## config.mk

```make
export PLATFORM = sky130hd
export DESIGN_NAME = hazard_sb
export DESIGN_NICKNAME = d
export VERILOG_FILES = /design/src/rtl/hazard_sb_pkg.sv /design/src/rtl/hazard_sb_cnt.sv /design/src/rtl/hazard_sb.sv
export SDC_FILE = /design/constraint.sdc
export NUM_CORES = 1
export LEC_CHECK = 0
export BUFFER_PORTS_ARGS = -buffer_cell sky130_fd_sc_hd__buf_2
export CAP_MARGIN = 20
export CORE_MARGIN = 2
export CORE_UTILIZATION = 45
export CTS_BUF_LIST = sky130_fd_sc_hd__clkbuf_4
export CTS_CLUSTER_SIZE = 10
export DETAILED_ROUTE_END_ITERATION = 10
export SYNTH_ARGS = -nofsm -noshare
export SYNTH_HDL_FRONTEND = slang
export SYNTH_HIERARCHICAL = 1
export SYNTH_SLANG_ARGS = --single-unit
```

## constraint.sdc

```tcl
create_clock -name clk -period 4.4 [get_ports clk]
set_clock_uncertainty 0.05 [all_clocks]
set_input_delay 0.88 -clock clk [delete_from_list [all_inputs] [get_ports clk]]
set_output_delay 0.88 -clock clk [all_outputs]
set_load 0.005 [all_outputs]
```

## src/rtl/hazard_sb_pkg.sv

```systemverilog
`default_nettype none
// ============================================================================
//  Module      : hazard_sb_pkg
//  Description : Shared constants and FSM state type for the hazard
//                scoreboard: default exception vector, ERET code and the
//                exception-sequencer state encoding.
//  Revision    : 1.0 - initial release
// ============================================================================
package hazard_sb_pkg;

  // Default exception entry point (boot exception vector, BEV=1)
  localparam logic [31:0] EXC_VEC_DEF = 32'hBFC00380;

  // Exception code that means "return from exception": target comes from EPC
  localparam logic [31:0] ERET_CODE   = 32'h0000000E;

  // Exception sequencer states
  typedef enum logic [1:0] {
    ST_IDLE     = 2'd0,
    ST_FLUSH    = 2'd1,
    ST_REDIRECT = 2'd2
  } state_e;

  // Pick the redirect target for a given exception code
  function automatic logic [31:0] exc_target(input logic [31:0] code,
                                             input logic [31:0] epc,
                                             input logic [31:0] vec);
    return (code == ERET_CODE) ? epc : vec;
  endfunction

endpackage
`default_nettype wire

```

## src/rtl/hazard_sb_cnt.sv

```systemverilog
`default_nettype none
// ============================================================================
//  Module      : hazard_sb_cnt
//  Description : Per-register latency counter array. Each cycle the array is
//                cleared, frozen, or decremented with per-lane loads taking
//                priority over the decrement. Provides 2*LANES read ports
//                (rs/rt per lane) and a busy summary.
//  Revision    : 1.0 - initial release
// ============================================================================
module hazard_sb_cnt #(
  parameter  int NREG  = 32,
  parameter  int LATW  = 3,
  parameter  int LANES = 2,
  localparam int RW    = $clog2(NREG),
  localparam int NRD   = 2 * LANES
) (
  input  logic                   clk,
  input  logic                   resetn,
  input  logic                   i_clear,
  input  logic                   i_freeze,
  input  logic [LANES-1:0]       i_ld_en,
  input  logic [LANES*RW-1:0]    i_ld_dst,
  input  logic [LANES*LATW-1:0]  i_ld_lat,
  input  logic [NRD*RW-1:0]      i_rd_idx,
  output logic [NRD*LATW-1:0]    o_rd_cnt,
  output logic                   o_busy
);

  logic [LATW-1:0] r_cnt [NREG];
  logic [LATW-1:0] w_nxt [NREG];

  // Next-state: clear > freeze > (load, younger lane last, else decrement)
  always_comb begin
    for (int r = 0; r < NREG; r++) begin
      w_nxt[r] = r_cnt[r];
      if (i_clear) begin
        w_nxt[r] = '0;
      end else if (!i_freeze) begin
        if (r_cnt[r] != '0) begin
          w_nxt[r] = r_cnt[r] - LATW'(1);
        end
        for (int l = 0; l < LANES; l++) begin
          if (i_ld_en[l] && (i_ld_dst[l*RW +: RW] == RW'(r))) begin
            w_nxt[r] = i_ld_lat[l*LATW +: LATW];
          end
        end
      end
    end
    // Register 0 never carries a pending result
    w_nxt[0] = '0;
  end

  // Counter state, asynchronously cleared
  always_ff @(posedge clk or negedge resetn) begin
    if (!resetn) begin
      for (int r = 0; r < NREG; r++) begin
        r_cnt[r] <= '0;
      end
    end else begin
      for (int r = 0; r < NREG; r++) begin
        r_cnt[r] <= w_nxt[r];
      end
    end
  end

  // Read ports: current counter value for each requested source
  always_comb begin
    for (int k = 0; k < NRD; k++) begin
      o_rd_cnt[k*LATW +: LATW] = r_cnt[i_rd_idx[k*RW +: RW]];
    end
  end

  // Busy when any register still has a result in flight
  always_comb begin
    o_busy = 1'b0;
    for (int r = 0; r < NREG; r++) begin
      o_busy = o_busy | (r_cnt[r] != '0);
    end
  end

endmodule
`default_nettype wire

```

## src/rtl/hazard_sb.sv

```systemverilog
`default_nettype none
// ============================================================================
//  Module      : hazard_sb
//  Description : Scoreboard-based hazard unit for a 1- or 2-lane in-order
//                pipeline. Generates per-lane decode stalls from pending
//                register results and intra-group dependencies, and sequences
//                exceptions through a one-cycle flush followed by a PC
//                redirect.
//  Revision    : 1.0 - initial release
// ============================================================================
module hazard_sb
  import hazard_sb_pkg::*;
#(
  parameter  int          LANES   = 2,
  parameter  int          NREG    = 32,
  parameter  int          LATW    = 3,
  parameter  logic [31:0] EXC_VEC = EXC_VEC_DEF,
  localparam int          RW      = $clog2(NREG)
) (
  input  logic                  clk,
  input  logic                  resetn,
  input  logic [LANES*RW-1:0]   rs_d,
  input  logic [LANES*RW-1:0]   rt_d,
  input  logic [LANES-1:0]      iss_valid,
  input  logic [LANES-1:0]      iss_we,
  input  logic [LANES*RW-1:0]   iss_dst,
  input  logic [LANES*LATW-1:0] iss_lat,
  input  logic                  long_stall,
  input  logic                  except_valid,
  input  logic [31:0]           except_type,
  input  logic [31:0]           cp0_epc,
  output logic                  stall_f,
  output logic [LANES-1:0]      stall_d,
  output logic                  flush_all,
  output logic                  pc_redirect,
  output logic [31:0]           pc_except,
  output logic                  sb_busy
);

  state_e                  r_state;
  logic [31:0]             r_pc_except;
  logic [2*LANES*RW-1:0]   w_rd_idx;
  logic [2*LANES*LATW-1:0] w_rd_cnt;
  logic [LANES-1:0]        w_ld_en;
  logic [LANES-1:0]        w_hz;
  logic                    w_stall0;

  // Per-lane source lookup, load enables and scoreboard hazards
  for (genvar i = 0; i < LANES; i++) begin : g_lane
    logic [RW-1:0] w_rs;
    logic [RW-1:0] w_rt;
    assign w_rs = rs_d[i*RW +: RW];
    assign w_rt = rt_d[i*RW +: RW];
    assign w_rd_idx[(2*i)*RW   +: RW] = w_rs;
    assign w_rd_idx[(2*i+1)*RW +: RW] = w_rt;
    assign w_ld_en[i] = iss_valid[i] & iss_we[i] & (iss_dst[i*RW +: RW] != '0);
    assign w_hz[i] = ((w_rs != '0) & (w_rd_cnt[(2*i)*LATW   +: LATW] != '0)) |
                     ((w_rt != '0) & (w_rd_cnt[(2*i+1)*LATW +: LATW] != '0));
  end

  hazard_sb_cnt #(
    .NREG  (NREG),
    .LATW  (LATW),
    .LANES (LANES)
  ) u_cnt (
    .clk      (clk),
    .resetn   (resetn),
    .i_clear  (flush_all),
    .i_freeze (long_stall),
    .i_ld_en  (w_ld_en),
    .i_ld_dst (iss_dst),
    .i_ld_lat (iss_lat),
    .i_rd_idx (w_rd_idx),
    .o_rd_cnt (w_rd_cnt),
    .o_busy   (sb_busy)
  );

  assign w_stall0   = long_stall | w_hz[0];
  assign stall_d[0] = w_stall0;

  // Lane 1 also stalls on a same-group producer in lane 0, and whenever
  // lane 0 stalls, so it never issues ahead of the older instruction.
  if (LANES == 2) begin : g_two
    logic [RW-1:0] w_rs1;
    logic [RW-1:0] w_rt1;
    logic [RW-1:0] w_dst0;
    logic          w_intra;
    assign w_rs1   = rs_d[RW +: RW];
    assign w_rt1   = rt_d[RW +: RW];
    assign w_dst0  = iss_dst[RW-1:0];
    assign w_intra = iss_we[0] & (((w_rs1 != '0) & (w_rs1 == w_dst0)) |
                                  ((w_rt1 != '0) & (w_rt1 == w_dst0)));
    assign stall_d[1] = w_stall0 | w_hz[1] | w_intra;
  end

  assign stall_f     = w_stall0 | stall_d[LANES-1] | (r_state != ST_IDLE);
  assign flush_all   = (r_state == ST_FLUSH);
  assign pc_redirect = (r_state == ST_REDIRECT);
  assign pc_except   = r_pc_except;

  // Exception sequencer: IDLE -> FLUSH (1 cycle) -> REDIRECT until stall clears
  always_ff @(posedge clk or negedge resetn) begin
    if (!resetn) begin
      r_state     <= ST_IDLE;
      r_pc_except <= EXC_VEC;
    end else begin
      case (r_state)
        ST_IDLE: begin
          if (except_valid) begin
            r_state     <= ST_FLUSH;
            r_pc_except <= exc_target(except_type, cp0_epc, EXC_VEC);
          end
        end
        ST_FLUSH: begin
          r_state <= ST_REDIRECT;
        end
        ST_REDIRECT: begin
          if (!long_stall) begin
            r_state <= ST_IDLE;
          end
        end
        default: begin
          r_state <= ST_IDLE;
        end
      endcase
    end
  end

endmodule
`default_nettype wire
```

==> impl_metrics.tcl <==
set metrics [dict create \
    status "finished clean" \
    die_y_um 176 \
    grt_use_met1_pct 47.9 \
    clock_path_buffers 2 \
    clkLatencyLatePin_ns 0.59 \
    finalNonFillerCells 1992 \
    finalCritPeriodShare_pct 96.2 \
    p_total_mw 8.03 \
    syn_to_final_growth_pct 10.0 \
    grt_overflow 0 \
    vias 14000 \
    setup_violations 0 \
    wl_mm 52.7 \
    final_max_slew_viol_count 0 \
    final_antenna_net_count 0 \
    seq_area_frac_synth_pct 24.1 \
    wire_per_inst_um 26.5 \
    path_clk_slew_ns 0.15 \
    tightestPinTransition_ns 1.03 \
    ir_drop_uv 310 \
    cts_root_buffer "clkbuf_4" \
    cts_resized 0 \
    finalInstanceArea_um2 14600 \
    ff2ff_path_depth 4 \
    postCtsSetupBuffers 0 \
    netlist_area_um2 13300 \
    max_stage_delay_ns 0.52 \
    crit_arrival_ns 3.30 \
    num_rows 62 \
    syn_nets 1693 \
    rsz0062_at_grt "no" \
    initial_core_util_pct 46.0 \
    cpMaxStageDelayCell "dfrtp_1" \
    synth_edf_count 0 \
    drcViolationCount 0 \
    dieWidth_um 176 \
    core_region_area_um2 28900 \
    placed_area_um2 14300 \
    hold_viol 0 \
    hold_buffers 0 \
    ys_ff_latch 127 \
    io_buffers 145 \
    worstPathCellList "mux4_2 -> a22o_1 -> o21ai_0 -> o31ai_1 -> nor4_1 -> a21oi_1 -> nor4_2 -> o211ai_1 -> buf_2" \
    track_usage_pct 34.1 \
    ios 146 \
    hold_class "in -> async" \
    met3_usage_pct 6.90 \
    grt_max_degree 98 \
    utilization_pct 50.6 \
    dr.pass1.iters 6 \
    postSynthCellCount 1523 \
    fin_crit_ns 4.23 \
    r2r_slack_ns 2.33 \
    met2_usage_pct 51.7 \
    worst_setup_path_start_kind "register" \
    reg2reg_from "r_state[1]" \
    drtIter0Drc 2114 \
    p_leak_nw 5.85 \
    final_cell_mix "140 x buf_2, 123 x nand2_1, 114 x dfrtp_1" \
    power_density_nw_per_um2 550 \
    critPathCaptureType "primary output" \
    ys.flop_type "dfrtp_1" \
    htreeDepth 4 \
    gp_congestion 0.970 \
    layout_commonest_cell "buf_2" \
    rr_endpoint "u_cnt/r_cnt[21]" \
    grt_pass1_vias 13100 \
    synth_warnings 6 \
    required_ns 3.47 \
    antenna_found_initial 1 \
    setup_tns_ns 0 \
    grt_pass1_wl_mm 80.1 \
    maxSlewHeadroom_pct 31.5 \
    maxCapViolCount 0 \
    dp_cells 1959 \
    async_flop_share_pct 100 \
    cp_max_fo 6 \
    grt.busiest_layer "met2" \
    cts_sinks 127 \
    place_hpwl_mm 36.9 \
    fmaxAchievable_mhz 236 \
    crit_type "reg -> out" \
    ys_types 70 \
    fin_nets 1764 \
    drive_above_1_share_pct 22.4 \
    avgSynthCellArea_um2 8.72 \
    numCtsBuffers 17 \
    avgViaCountPerCell 7.03 \
    cts_tree "done" \
    die-area_um2 30900 \
]
worst max-delay path: cells and delay by family, from the launching register on:
| family | cells | cell delay, ns |
|---|---|---|
| AOI/OAI and AO/OA | 5 | 0.89 |
| and+or+nand+nor | 2 | 0.64 |
| DFF | 1 | 0.52 |
| muxes | 1 | 0.50 |
| buffers and inverters | 1 | 0.14 |
routing by layer:
metal / routed length [um] / part of all wire [%]
met5: 0 / 0
met4: 2160 / 4.1
met3: 6510 / 12
met2: 22800 / 43
met1: 21200 / 40
area by class of cell:
type / count / area, um2
Antenna cell: 1 / 2.50
Clock buffer: 17 / 128
Clock inverter: 15 / 160
Fill cell: 2784 / 14300
Inverter: 102 / 385
Multi-Input combinational cell: 1139 / 9020
Sequential cell: 127 / 3190
Tap cell: 384 / 480
Timing Repair Buffer: 207 / 1230
registers in the layout (all words and copies together) (netlist names):
register     cells
u_cnt/r_cnt     93
r_state          2
pc_except       32
synthesized netlist by cell type, types with 10 or more instances:
library cell,n,area share [%]
a211o_1,34,2.2
a211oi_1,24,1.4
a21oi_1,108,4.1
a22o_1,35,2.3
a22oi_1,13,0.74
a311oi_1,52,3.4
and2_1,46,2.2
buf_2,38,1.4
buf_4,13,0.74
clkbuf_1,100,2.8
dfrtp_1,115,22
dfstp_2,12,2.4
ha_1,62,5.8
inv_1,101,2.9
mux2_2,11,0.93
mux2i_1,38,2.9
mux4_2,72,12
nand2_1,123,3.5
nand2b_1,11,0.52
nand3_1,44,1.7
nor2_1,76,2.1
nor2b_1,18,0.85
nor3_1,31,1.2
nor4_1,12,0.57
o21ai_0,60,2.3
o21ai_1,23,0.87
o221ai_1,28,1.8
o22ai_1,48,2.3
o311ai_0,32,2.1
o31ai_1,15,0.85
o41ai_1,23,1.5
xor2_1,10,0.66
logic make-up (layout without fill, tap and decap cells):
group           count (synthesis)  after routing  share of synthesized area (%)
compound gates                527            527                           28.4
simple gates                  419            419                           16.9
buf+inv                       257            341                           8.05
flops                         127            127                           24.1
mux                           121            121                           16.0
fa+ha+maj                      62             62                           5.84
xor+xnor                       10             10                          0.660
other cells                     0              1                              0
worst max-delay path by stage:
stage	start	endpoint	slack, ns	depth (start not counted)
floorplan	rs_d[0]	stall_f	0.41	9
CTS	rs_d[0]	stall_f	0.04	10
global route	u_cnt/r_cnt[14]	stall_f	0.02	9
detailed placement	rs_d[0]	stall_f	0.04	10
finish	u_cnt/r_cnt[14]	stall_f	0.17	9
global placement	rs_d[0]	stall_f	0.06	10
where the power goes:
part	switching [mW]	total [mW]	internal, mW
logic	2.22	4.43	2.21
registers	1.13	2.73	1.60
clock network	0.533	0.877	0.344
stage by stage:
stage	hold WS [ns]	worst slack (ns)
final	0.345	0.167
after global routing	0.398	0.0163
after CTS	0.376	0.0392
after detailed placement	0.419	0.0436
after global placement	0.413	0.0573
after floorplan	0.429	0.413
Note: power is estimated with default switching activity, not from simulation.
